### src/rtl/pipe_mem_stage.sv
// -----------------------------------------------------------------------------
// pipe_mem_stage
//   MEM stage of the 5-stage pipeline. Takes the EX/MEM register outputs and
//   runs loads and stores against a variable-latency data RAM. It stalls the
//   upstream stages while an access is outstanding and drives the MEM/WB
//   register that the WB stage reads.
//
// Ports
//   clk, resetn              rising-edge clock, asynchronous active-low reset
//   mwreg, mm2reg, mwmem     EX/MEM control: reg write, load, store
//   malu, mb, mrn            EX/MEM ALU result / byte address, store data, rd
//   mem_req, mem_we          registered RAM request and write flag
//   mem_addr, mem_wdata      registered word address and write data
//   mem_rdata, mem_ack       RAM read data and single-cycle completion pulse
//   stall                    combinational freeze of PC, IF/ID, ID/EX, EX/MEM
//   wwreg, wm2reg, wmo,      MEM/WB register outputs
//   walu, wrn
//   err                      sticky fault: RAM timeout or misaligned access
//   dbg_state                current FSM state (0 IDLE, 1 ACC, 2 DONE)
//
// RAM handshake: mem_req rises with mem_we/mem_addr/mem_wdata and all four
// hold steady until the RAM returns a one-cycle mem_ack (or the timeout
// expires). mem_rdata is valid only in the mem_ack cycle. The RAM has to
// tolerate a request that is dropped by reset or timeout before it acks.
//
// Optional build macro PIPE_MEM_WBUF_EN adds a one-entry posted write buffer.
// Stores then retire without a stall and drain in the background. Any later
// load or store waits in IDLE until the drain completes.
// -----------------------------------------------------------------------------
module pipe_mem_stage #(
    parameter int AW      = 10,
    parameter int TIMEOUT = 16
) (
    input  logic          clk,
    input  logic          resetn,
    input  logic          mwreg,
    input  logic          mm2reg,
    input  logic          mwmem,
    input  logic [31:0]   malu,
    input  logic [31:0]   mb,
    input  logic [4:0]    mrn,
    output logic          mem_req,
    output logic          mem_we,
    output logic [AW-1:0] mem_addr,
    output logic [31:0]   mem_wdata,
    input  logic [31:0]   mem_rdata,
    input  logic          mem_ack,
    output logic          stall,
    output logic          wwreg,
    output logic          wm2reg,
    output logic [31:0]   wmo,
    output logic [31:0]   walu,
    output logic [4:0]    wrn,
    output logic          err,
    output logic [1:0]    dbg_state
);

    typedef enum logic [1:0] {S_IDLE = 2'd0, S_ACC = 2'd1, S_DONE = 2'd2} state_t;

    localparam logic [7:0] TO_LAST = 8'(TIMEOUT - 1);

    state_t        state_q, state_d;
    logic [7:0]    cnt_q, cnt_d;
    logic          aborted_q, aborted_d;
    logic          err_q, err_d;
    logic          mem_req_q, mem_req_d;
    logic          mem_we_q, mem_we_d;
    logic [AW-1:0] mem_addr_q, mem_addr_d;
    logic [31:0]   mem_wdata_q, mem_wdata_d;
    logic          wwreg_q, wwreg_d;
    logic          wm2reg_q, wm2reg_d;
    logic [31:0]   wmo_q, wmo_d;
    logic [31:0]   walu_q, walu_d;
    logic [4:0]    wrn_q, wrn_d;
    logic          wbuf_valid_q, wbuf_valid_d;

    logic is_mem, misalign, acc, timeout_hit, stall_c;

    always_comb begin
        is_mem      = mm2reg | mwmem;
        misalign    = is_mem & (malu[1:0] != 2'b00);
        acc         = is_mem & (malu[1:0] == 2'b00);
        timeout_hit = (cnt_q == TO_LAST);

        state_d      = state_q;
        cnt_d        = cnt_q;
        aborted_d    = aborted_q;
        err_d        = err_q;
        mem_req_d    = mem_req_q;
        mem_we_d     = mem_we_q;
        mem_addr_d   = mem_addr_q;
        mem_wdata_d  = mem_wdata_q;
        wwreg_d      = wwreg_q;
        wm2reg_d     = wm2reg_q;
        wmo_d        = wmo_q;
        walu_d       = walu_q;
        wrn_d        = wrn_q;
        wbuf_valid_d = wbuf_valid_q;
        stall_c      = 1'b0;

        case (state_q)
            S_IDLE: begin
`ifdef PIPE_MEM_WBUF_EN
                // Background drain of the posted store; shares the RAM port.
                if (wbuf_valid_q) begin
                    if (mem_ack) begin
                        mem_req_d    = 1'b0;
                        wbuf_valid_d = 1'b0;
                    end else if (timeout_hit) begin
                        mem_req_d    = 1'b0;
                        wbuf_valid_d = 1'b0;
                        err_d        = 1'b1;
                    end else begin
                        cnt_d = cnt_q + 8'd1;
                    end
                end
                if (acc && wbuf_valid_q) begin
                    // Any memory op waits for the drain; WB sees bubbles.
                    stall_c  = 1'b1;
                    wwreg_d  = 1'b0;
                    wm2reg_d = 1'b0;
                end else if (acc && mwmem) begin
                    // Post the store and retire it like an ALU instruction.
                    wbuf_valid_d = 1'b1;
                    mem_req_d    = 1'b1;
                    mem_we_d     = 1'b1;
                    mem_addr_d   = malu[AW+1:2];
                    mem_wdata_d  = mb;
                    cnt_d        = 8'd0;
                    wwreg_d      = mwreg;
                    wm2reg_d     = mm2reg;
                    walu_d       = malu;
                    wrn_d        = mrn;
                    wmo_d        = 32'd0;
                end else
`endif
                if (acc) begin
                    stall_c     = 1'b1;
                    mem_req_d   = 1'b1;
                    mem_we_d    = mwmem;  // load+store together counts as a store
                    mem_addr_d  = malu[AW+1:2];
                    mem_wdata_d = mb;
                    cnt_d       = 8'd0;
                    aborted_d   = 1'b0;
                    wwreg_d     = 1'b0;
                    wm2reg_d    = 1'b0;
                    wmo_d       = 32'd0;
                    state_d     = S_ACC;
                end else begin
                    // Non-memory op retires next edge; misaligned op retires as a bubble.
                    wwreg_d  = mwreg & ~misalign;
                    wm2reg_d = mm2reg & ~misalign;
                    walu_d   = malu;
                    wrn_d    = mrn;
                    wmo_d    = 32'd0;
                    if (misalign) err_d = 1'b1;
                end
            end
            S_ACC: begin
                stall_c  = 1'b1;
                wwreg_d  = 1'b0;
                wm2reg_d = 1'b0;
                if (mem_ack) begin
                    mem_req_d = 1'b0;
                    if (!mem_we_q) wmo_d = mem_rdata;
                    state_d = S_DONE;
                end else if (timeout_hit) begin
                    mem_req_d = 1'b0;
                    err_d     = 1'b1;
                    aborted_d = 1'b1;
                    state_d   = S_DONE;
                end else begin
                    cnt_d = cnt_q + 8'd1;
                end
            end
            S_DONE: begin
                // The instruction is still held on the EX/MEM outputs here.
                wwreg_d  = mwreg & ~aborted_q;
                wm2reg_d = mm2reg;
                walu_d   = malu;
                wrn_d    = mrn;
                state_d  = S_IDLE;
            end
            default: state_d = S_IDLE;
        endcase
    end

    always_ff @(posedge clk or negedge resetn) begin
        if (!resetn) begin
            state_q      <= S_IDLE;
            cnt_q        <= 8'd0;
            aborted_q    <= 1'b0;
            err_q        <= 1'b0;
            mem_req_q    <= 1'b0;
            mem_we_q     <= 1'b0;
            mem_addr_q   <= '0;
            mem_wdata_q  <= 32'd0;
            wwreg_q      <= 1'b0;
            wm2reg_q     <= 1'b0;
            wmo_q        <= 32'd0;
            walu_q       <= 32'd0;
            wrn_q        <= 5'd0;
            wbuf_valid_q <= 1'b0;
        end else begin
            state_q      <= state_d;
            cnt_q        <= cnt_d;
            aborted_q    <= aborted_d;
            err_q        <= err_d;
            mem_req_q    <= mem_req_d;
            mem_we_q     <= mem_we_d;
            mem_addr_q   <= mem_addr_d;
            mem_wdata_q  <= mem_wdata_d;
            wwreg_q      <= wwreg_d;
            wm2reg_q     <= wm2reg_d;
            wmo_q        <= wmo_d;
            walu_q       <= walu_d;
            wrn_q        <= wrn_d;
            wbuf_valid_q <= wbuf_valid_d;
        end
    end

    // Gated by resetn so a held memory op cannot stall the pipe during reset.
    assign stall     = stall_c & resetn;
    assign mem_req   = mem_req_q;
    assign mem_we    = mem_we_q;
    assign mem_addr  = mem_addr_q;
    assign mem_wdata = mem_wdata_q;
    assign wwreg     = wwreg_q;
    assign wm2reg    = wm2reg_q;
    assign wmo       = wmo_q;
    assign walu      = walu_q;
    assign wrn       = wrn_q;
    assign err       = err_q;
    assign dbg_state = state_q;

endmodule

### config.mk
export PLATFORM = sky130hd
export DESIGN_NAME = pipe_mem_stage
export DESIGN_NICKNAME = d
export VERILOG_FILES = /design/src/rtl/pipe_mem_stage.sv
export SDC_FILE = /design/constraint.sdc
export NUM_CORES = 1
export LEC_CHECK = 0
export ABC_AREA = 1
export CORE_MARGIN = 2
export CORE_UTILIZATION = 48
export CTS_BUF_LIST = sky130_fd_sc_hd__clkbuf_2 sky130_fd_sc_hd__clkbuf_4 sky130_fd_sc_hd__clkbuf_8
export DETAILED_ROUTE_END_ITERATION = 12
export MAX_ROUTING_LAYER = met4
export PLACE_DENSITY = 0.95
export SLEW_MARGIN = 20
export SYNTH_ARGS = -nofsm -noshare
export SYNTH_HDL_FRONTEND = slang
export SYNTH_SLANG_ARGS = --single-unit
### constraint.sdc
create_clock -name clk -period 4 [get_ports clk]
set_clock_uncertainty 0.2 [all_clocks]
set_input_delay 0.8 -clock clk [delete_from_list [all_inputs] [get_ports clk]]
set_output_delay 0.8 -clock clk [all_outputs]
set_load 0.01 [all_outputs]
==> metrics.md, run 1 <==
| Metric | Value |
|---|---|
| Pwr dens | 719 mW/mm^2 |
| Post-DP HPWL | 9.99 mm |
| Routed vias | 4,758 |
| Starting Density | 49.4% |
| Crit end category | output pin |
| Die W | 110 um |
| Clk buf depth | 2 |
| Final worst-path cycle share | 81.6% |
| RD Place Congestion | 0.853 |
| Reg2reg setup slack | 1.46 ns |
| CTS Hold Bufs | 0 |
| RSZ-0062 raised after global routing | false |
| Max Cap Viol | 0 |
| CTS Root Cell | clkbuf_8 |
| Worst Setup SP | malu[1] |
| Residual DRC | 0 |
| Initial antenna violation count | 0 |
| Peak supply drop | 0.435 mV |
| Top-count cell post-synth | nand2_1 |
| Min cycle time layout | 3.27 ns |
| Avg Vias per Cell | 4.88 |
| Mapped Nets | 713 |
| Top cell type's share of synthesized area | 58.8% |
| CP required | 3.00 ns |
| Worst r2r dst | walu[6]$_DFFE_PN0P_ |
| Worst setup SP type | primary input |
| Clock slew at reported path FFs | 0.08 ns |
| Setup bufs post-CTS | 0 |
| Int Pwr | 0.00372 W |
| CTS Sinks | 127 |
| P_sw | 0.00212 W |
| Mapped Area | 0.00541 sq mm |
| Status | finished, final reports clean |
| Worst-Skew Late Latency | 0.41 ns |
| Hold path cells | 2 |
| Synth cell types | 24 |
| Routed Antenna Nets | 0 |
| Max frequency | 306 MHz |
| Iter 0 DRT Violations | 272 |
| Most instantiated cells after synthesis | 203 x nand2_1, 127 x dfrtp_1, 83 x inv_1, 52 x o21ai_0, 44 x nand3_1 |
| Switch share | 36.3% |
| Vias in the first global route | 4,565 |
| Largest area contributor in the netlist | dfrtp_1 |
| Mapped Cells | 601 |
| IO buf count | 225 |
| Slew Limit Fails | 0 |
| WL/cell | 14.3 um |
| Ys flop type | dfrtp_1 |
| Final nets | 935 |
| Leak | 3.97 nW |
| # setup viols final | 0 |
| Yosys warns | 0 |
| FF+latch count, synth | 127 |
| Max_slew headroom | 43.7% |
| Sequential share of power | 36.2% |
| Fin util | 74.3% |
| Post-cts repair resize count | 0 |
| Layout cells sized above 1 | 9.33% |
| Gr usage total | 23.8% |
| Hold crit path type | flip-flop to flip-flop |
| Layout overhead on the synthesized area | 50.3% |
| First-pass GRT wire length | 21.6 mm |
| Grt total ovfl | 0 |
| TNS Setup | 0 ns |
| Synth top area cells | dfrtp_1 59%, nand2_1 14%, inv_1 5.8%, o21ai_2 5.2%, o21ai_0 4.8% |
| Fillers | 760 |
| Core Region | 0.0109 sq mm |
| Ys async rst share | 100% |
| CTS tree | yes |
| Syn avg cell area | 9.00 sq um |
| Hold Vio Cnt, Final | 0 |
| Critical Path End | stall |
| Critical-path maximum fanout | 3 |
| Reg2Reg Depth | 7 |
| Worst slew pin tran | 0.845 ns |
| I/O pins | 226 |
| Combinational share of power | 43.5% |
| Reg-to-Reg Start | dbg_state[0]$_DFFE_PN0P_ |
| Critical Path AT | 2.27 ns |
| Seq/Total Area, Yosys | 58.8% |
| Row Count | 38 |
| Largest net degree at the start of global routing | 75 |
| Clock Power Share | 20.3% |
| First-pass DRT Iterations | 4 |
| Worst Setup Path Type | primary input to output pin |
| Max H-tree Level | 4 |
| N_diodes | 0 |
| Chip Height | 110 um |
| Routed WL | 13.9 mm |
| EDFF count, synth | 0 |
| Die ar. | 0.0121 sq mm |
| CTS Buf Count | 17 |
-- flip-flops by register name (all words and copies together) (netlist names) --
| name | flops |
|---|---|
| dbg_state | 2 |
| cnt_q | 8 |
| wwreg | 1 |
| mem_we | 1 |
| wmo | 32 |
| wm2reg | 1 |
| aborted_q | 1 |
| mem_wdata | 32 |
| err | 1 |
| walu | 32 |
| mem_req | 1 |
| wrn | 5 |
| mem_addr | 10 |
-- layer usage --
layer | track usage (%) | wire, um
met2 | 37.5 | 6760
met3 | 7.88 | 1200
met1 | 28.9 | 5590
met5 | - | 0
met4 | 8.57 | 392
-- placed cells by master (no fill, tap or decap), types with 3 or more instances in the layout --
cell type        instances
clkdlybuf4s50_1        224
o21ai_2                 32
inv_1                   83
ha_1                     5
clkbuf_8                19
buf_4                    6
nor2_1                  13
dfrtp_1                127
nand3_1                 43
nand2_1                203
clkinv_4                 3
bufinv_16                3
o21ai_0                 52
nand2_2                  3
-- cells by family (layout without fill, tap and decap cells) --
family / after synthesis / after routing / share of synthesized area, %
simple gates: 266 / 266 / 19.8
flops: 127 / 127 / 58.8
buf+inv: 112 / 347 / 9.35
compound gates: 90 / 90 / 10.7
fa+ha+maj: 5 / 5 / 1.16
xor+xnor: 1 / 1 / 0.162
-- through the flow --
| step | setup slack (ns) | power, W | hold WS [ns] | cell area, sq um | std cells |
|---|---|---|---|---|---|
| finish | 0.735 | 0.00584 | 0.282 | 8130 | 976 |
| global route | 0.590 | 0.00621 | 0.302 | 8130 | 976 |
| CTS | 0.723 | 0.00589 | 0.287 | 8130 | 976 |
| detailed placement | 0.730 | 0.00467 | 0.266 | 7700 | 944 |
| global placement | 0.746 | 0.00458 | 0.251 | 7700 | 944 |
| floorplan | 1.47 | 0.00328 | 0.236 | 5410 | 601 |
-- layout make-up --
type	count	area [sq um]	area share, %
Timing Repair Buffer	230	2290	28.1
Inverter	85	319	3.93
Sequential cell	127	3180	39.1
Tap cell	140	175	2.16
Multi-Input combinational cell	362	1740	21.4
Clock buffer	20	269	3.31
Clock inverter	12	159	1.96
-- power groups by stage --
stage	Combinational, W	Clock, W	Sequential, W
after floorplan	0.000949	0	0.00233
after global placement	0.00249	0	0.00210
after detailed placement	0.00256	0	0.00211
after CTS	0.00256	0.00121	0.00211
after global routing	0.00277	0.00127	0.00217
final	0.00254	0.00119	0.00211
-- critical path, stage by stage --
cell	delay [ns]
clkdlybuf4s50_1	0.42
nor2_1	0.21
nand3_2	0.11
a21boi_0	0.17
clkdlybuf4s50_1	0.56
-- how the worst min path moves through the flow --
stage                           endpoint  slack [ns]                       from
4_1_cts        mem_wdata[10]$_DFFE_PN0P_        0.29  mem_wdata[10]$_DFFE_PN0P_
3_3_place_gp             err$_DFFE_PN0P_        0.25            err$_DFFE_PN0P_
3_5_place_dp   mem_wdata[15]$_DFFE_PN0P_        0.27  mem_wdata[15]$_DFFE_PN0P_
5_1_grt        mem_wdata[26]$_DFFE_PN0P_        0.30  mem_wdata[26]$_DFFE_PN0P_
6_report                 err$_DFFE_PN0P_        0.28            err$_DFFE_PN0P_
2_1_floorplan      aborted_q$_DFFE_PN0P_        0.24      aborted_q$_DFFE_PN0P_
(Power assumes the default switching activity.)
==> run 2: changes to the inputs <==
Settings changed: CORE_UTILIZATION 48 to 40, PLACE_DENSITY 0.95 to 0.89.
Clock period 4 ns to 2.7 ns, I/O delays scaled along.
==> run 2 against run 1 <==
  * Sequential power rose by 48%
  * Routed wire length rose by 0.52%
  * Utilization fell by 12 points
  * First-iteration DRC count fell by 28%
  * Combinational power rose by 51%
  * Non-clock buffer count rose by 7
  * Clock power rose by 29%
  * Die area rose by 19%
  * Cell count rose by 4.1%
  * Hold slack got worse by 0.25 ns
  * Sequential cell count did not move
  * Register-to-register slack got worse by 1.1 ns
==> metrics.md, run 2 (same netlist as run 1, synthesis figures left out) <==
| Metric | Value |
|---|---|
| Final nets | 942 (+0.75%) |
| Commonest cells after routing, fill and taps aside | 223 x clkdlybuf4s50_1, 203 x nand2_1, 127 x dfrtp_1 |
| Die ar. | 0.0145 sq mm (+19%) |
| CTS Sinks | 127 (unchanged) |
| Post-DP HPWL | 9.77 mm (-2.3%) |
| Max_slew headroom | 56.4% (+13 points) |
| First-pass DRT Iterations | 5 (+1) |
| Initial antenna violation count | 0 (unchanged) |
| Fin util | 62.0% (-12 points) |
| I/O pins | 226 (unchanged) |
| Gr usage total | 20.5% (-3.3 points) |
| Routed WL | 14.0 mm (+0.52%) |
| Fillers | 1,098 (+44%) |
| Clk buf depth | 2 (unchanged) |
| Leak | 3.99 nW (+0.67%) |
| Reg2Reg Depth | 8 (+1) |
| Vias in the first global route | 4,591 (+0.57%) |
| Max Cap Viol | 0 (unchanged) |
| Worst setup SP type | flip-flop |
| Critical-path maximum fanout | 5 (+2) |
| Worst slew pin tran | 0.654 ns (-0.191 ns) |
| Max H-tree Level | 4 (unchanged) |
| Status | finished, final reports clean |
| Hold Vio Cnt, Final | 0 (unchanged) |
| Setup bufs post-CTS | 0 (unchanged) |
| Min cycle time layout | 2.54 ns |
| Cells after DPL | 987 (+4.6%) |
| Worst-Skew Late Latency | 0.43 ns (+0.02 ns) |
| Clock slew at reported path FFs | 0.07 ns (about the same) |
| Residual DRC | 0 (unchanged) |
| Pwr dens | 1040 mW/mm^2 (+44%) |
| IO buf count | 225 (unchanged) |
| Pwr Total | 0.00850 W (+46%) |
| # setup viols final | 0 (unchanged) |
| Slew Limit Fails | 0 (unchanged) |
| Iter 0 DRT Violations | 195 (-28%) |
| Peak supply drop | 0.735 mV (+69%) |
| CTS Hold Bufs | 0 (unchanged) |
| Routed vias | 4,660 (-2.1%) |
| CTS Root Cell | clkbuf_8 |
| Avg Vias per Cell | 4.59 (-5.9%) |
| Largest net degree at the start of global routing | 128 (+71%) |
| RSZ-0062 raised after global routing | false |
| CTS Buf Count | 17 (unchanged) |
| CP required | 1.96 ns (-1.04 ns) |
| RD Place Congestion | 0.818 (-4.1%) |
| Critical Path AT | 1.80 ns (-0.47 ns) |
| Hold crit path type | primary input to async pin |
| TNS Setup | 0 ns (unchanged) |
| Commonest non-fill, non-tap cell in the layout | clkdlybuf4s50_1 |
| Chip Height | 120 um (+9.2%) |
| Post-cts repair resize count | 3 (+3) |
| Layout overhead on the synthesized area | 51.8% |
| Die W | 120 um (+9.2%) |
| Core Region | 0.0132 sq mm (+21%) |
| Crit end category | output pin |
| Final std cells w/o fill | 1,016 (+4.1%) |
| Worst Setup Path Type | flip-flop to output pin |
| Starting Density | 40.8% (-8.6 points) |
| Final worst-path cycle share | 93.9% |
| Row Count | 42 (+11%) |
| Layout cells sized above 1 | 9.88% (+0.55 points) |
| N_diodes | 0 (unchanged) |
| CTS tree | yes |
| WL/cell | 13.8 um (-3.4%) |
| Routed Antenna Nets | 0 (unchanged) |
| First-pass GRT wire length | 22.3 mm (+3.4%) |
| Max frequency | 394 MHz |
| Grt total ovfl | 0 (unchanged) |
## run 2: cell types whose count changed in the layout (fill, tap and decap cells not counted), sizes merged
| cell | delta |
|---|---|
| inv | -2 |
| buf | +7 |
| clkbuf | +3 |
| dlygate4sd2 | +1 |
| clkinv | -2 |
| clkdlybuf4s50 | -1 |
| bufinv | -2 |
## run 2: path summary, 6_finish.rpt
| kind | start | end | slack [ns] |
|---|---|---|---|
| min | resetn | wmo[16]$_DFFE_PN0P_ | 0.03 |
| max in group asynchronous | resetn | mem_wdata[4]$_DFFE_PN0P_ | 1.78 |
| max | dbg_state[1]$_DFFE_PN0P_ | stall | 0.16 |
| max reg2reg | dbg_state[0]$_DFFE_PN0P_ | walu[10]$_DFFE_PN0P_ | 0.39 |
| min in group clk | err$_DFFE_PN0P_ | err$_DFFE_PN0P_ | 0.27 |
| min reg2reg | err$_DFFE_PN0P_ | err$_DFFE_PN0P_ | 0.27 |
## run 2: area by class of cell
class | count | area [sq um] | area share, %
repair buffers | 237 | 2380 | 28.9
multi-input cells | 362 | 1750 | 21.3
flip-flops and latches | 127 | 3180 | 38.7
inverters | 85 | 319 | 3.89
clock inverters | 6 | 60.1 | 0.732
clock buffers | 23 | 304 | 3.70
well taps | 176 | 220 | 2.68
## run 2: layer usage
layer,global-route usage [%],share of wire [%],vias up
li1,-,-,2307
met1,24.6,43,2168
met2,32.7,49,159
met3,5.80,6.0,26
met4,8.58,2.3,0
met5,-,0,-
## run 2: per-stage QoR
step                      setup slack, ns  area [sq um]  hold slack [ns]
after CTS                           0.105          8210           0.0689
after global routing               0.0410          8210           0.0631
after floorplan                     0.584          5410           0.0444
after global placement             0.0203          7830            0.248
final                               0.164          8210           0.0330
after detailed placement           -0.131          7830            0.254
## run 2: power breakdown
part | internal, W | switching [W] | leakage, nW
combinational | 0.00195 | 0.00189 | 2.19
clock | 0.000825 | 0.000707 | 0.186
sequential | 0.00267 | 0.000456 | 1.62
total | 0.00544 | 0.00306 | 3.99
## run 2: critical path, cell delays in order (launching register included)
cell and delay, ns:
dfrtp_1 0.44, inv_1 0.14, ha_1 0.21, nand3_2 0.09, a21boi_0 0.19, dlygate4sd2_1 0.29
==> run 3: changes to the inputs <==
Settings changed: ABC_CLOCK_PERIOD_IN_PS set to 2700, CORE_MARGIN 2 to not set, TNS_END_PERCENT set to 50.
==> run 3 against run 2 <==
  * Via count up 1.1%
  * Non-clock buffer count up 1
  * First-iteration DRC count grew 18%
  * Utilization rose by 0.82 points
  * Combinational power is essentially flat
  * Sequential cell count unchanged
  * Sequential share of layout area fell by 0.32 points
  * Global-route usage grew 0.54 points
  * Clock power increased by 18%
  * Critical endpoint unchanged
  * Highest routed layer unchanged
==> metrics.md, run 3 (same netlist as run 1, synthesis figures left out) <==
| Metric | Value |
|---|---|
| Row Count | 42 (unchanged) |
| Clk buf depth | 2 (unchanged) |
| Min cycle time layout | 2.44 ns (-0.0926 ns) |
| Die W | 118 um (-1.7%) |
| # setup viols final | 0 (unchanged) |
| IO buf count | 225 (unchanged) |
| Pwr Total | 0.00878 W (+3.3%) |
| WL/cell | 13.5 um (-2.1%) |
| Gr usage total | 21.0% (+0.54 points) |
| Clock slew at reported path FFs | 0.07 ns (about the same) |
| Leak | 4.02 nW (+0.65%) |
| N_diodes | 0 (unchanged) |
| CTS Buf Count | 17 (unchanged) |
| Commonest cells after routing, fill and taps aside | 223 x clkdlybuf4s50_1, 203 x nand2_1, 125 x dfrtp_1 |
| RSZ-0062 raised after global routing | false |
| Routed vias | 4,710 (+1.1%) |
| Worst setup SP type | primary input |
| Final worst-path cycle share | 90.5% (-3.4 points) |
| Pwr dens | 1060 mW/mm^2 (+2.3%) |
| I/O pins | 226 (unchanged) |
| First-pass GRT wire length | 22.3 mm (-0.31%) |
| Worst-Skew Late Latency | 0.44 ns (about the same) |
| Post-cts repair resize count | 4 (+1) |
| Hold Vio Cnt, Final | 0 (unchanged) |
| Largest net degree at the start of global routing | 128 (unchanged) |
| Worst Setup SP | mm2reg |
| Worst slew pin tran | 0.668 ns (+0.0144 ns) |
| Final std cells w/o fill | 1,020 (+0.39%) |
| Core Region | 0.0132 sq mm (-0.40%) |
| Max Cap Viol | 0 (unchanged) |
| Crit end category | output pin |
| Setup bufs post-CTS | 0 (unchanged) |
| Starting Density | 41.0% (+0.16 points) |
| Die ar. | 0.0140 sq mm (-3.3%) |
| Reg2Reg Depth | 8 (unchanged) |
| Worst Setup Path Type | primary input to output pin |
| Grt total ovfl | 0 (unchanged) |
| Max_slew headroom | 55.5% (-0.96 points) |
| Critical Path AT | 1.70 ns (-0.10 ns) |
| Layout cells sized above 1 | 10.5% (+0.66 points) |
| Commonest non-fill, non-tap cell in the layout | clkdlybuf4s50_1 |
| Peak supply drop | 0.568 mV (-23%) |
| Cells after DPL | 988 (+0.10%) |
| Fillers | 1,028 (-6.4%) |
| Residual DRC | 0 (unchanged) |
| Chip Height | 118 um (-1.7%) |
| Iter 0 DRT Violations | 231 (+18%) |
| Post-DP HPWL | 9.80 mm (+0.28%) |
| Initial antenna violation count | 0 (unchanged) |
| Reg2reg setup slack | 0.49 ns (+0.10 ns) |
| RD Place Congestion | 0.839 (+2.5%) |
| CP required | 1.96 ns (about the same) |
| Slew Limit Fails | 0 (unchanged) |
| Worst r2r dst | wrn[0]$_DFFE_PN0P_ |
| Final nets | 943 (+0.11%) |
| Reg-to-Reg Start | dbg_state[0]$_DFFE_PN0P_ |
| CTS Root Cell | clkbuf_8 |
| Hold crit path type | primary input to async pin |
| Routed Antenna Nets | 0 (unchanged) |
| Critical-path maximum fanout | 3 (-2) |
| TNS Setup | 0 ns (unchanged) |
| CTS Sinks | 127 (unchanged) |
| Routed WL | 13.8 mm (-1.7%) |
| Vias in the first global route | 4,662 (+1.5%) |
| First-pass DRT Iterations | 4 (-1) |
| Max H-tree Level | 4 (unchanged) |
| CTS tree | yes |
| Status | finished, final reports clean |
| Max frequency | 409 MHz (+3.8%) |
| Avg Vias per Cell | 4.62 (+0.68%) |
| Layout overhead on the synthesized area | 53.2% |
| CTS Hold Bufs | 0 (unchanged) |
-- run 3: worst max path at each step --
stage / slack [ns] / depth (start not counted) / endpoint
after floorplan: 0.58 / 5 / stall
after global placement: 0.007 / 5 / stall
after detailed placement: -0.06 / 5 / stall
after CTS: 0.24 / 6 / stall
after global routing: 0.18 / 5 / stall
final: 0.26 / 6 / stall
-- run 3: area by class of cell --
class                      instances  area [sq um]  share of cell area, %
clock inverter                    14           191                   2.31
inverter                          85           319                   3.85
timing repair buffer             238          2380                   28.8
sequential                       127          3180                   38.4
tap                              176           220                   2.66
multi-input combinational        362          1740                   21.0
clock buffer                      18           248                   2.99
-- run 3: metal layers --
layer,share of wire (%),wire [um],track usage [%],up-vias
li1,-,-,-,2310
met1,41,5640,24.0,2190
met2,50,6890,34.2,165
met3,5.3,736,5.31,45
met4,3.8,523,10.9,0
met5,0,0,-,-
-- run 3: where the power goes --
part	switching, W	leakage, nW	internal, W
combinational	0.00190	2.19	0.00196
clock	0.000772	0.211	0.00103
sequential	0.000442	1.62	0.00267
total	0.00312	4.02	0.00566
-- run 3: critical path, stage by stage --
cell	delay, ns
clkdlybuf4s50_1	0.48
inv_1	0.05
nand2_1	0.12
nand3_2	0.08
a21boi_0	0.15
dlygate4sd2_1	0.28
-- run 3: through the flow --
stage	setup slack (ns)	hold WS [ns]	cell area, sq um	utilization [%]
after floorplan	0.584	0.0444	5410	-
after global placement	0.00723	0.254	7840	59.4
after detailed placement	-0.0554	0.258	7840	59.4
after CTS	0.242	0.0712	8280	62.8
after global routing	0.176	0.0949	8280	62.8
final	0.256	0.0212	8280	62.8
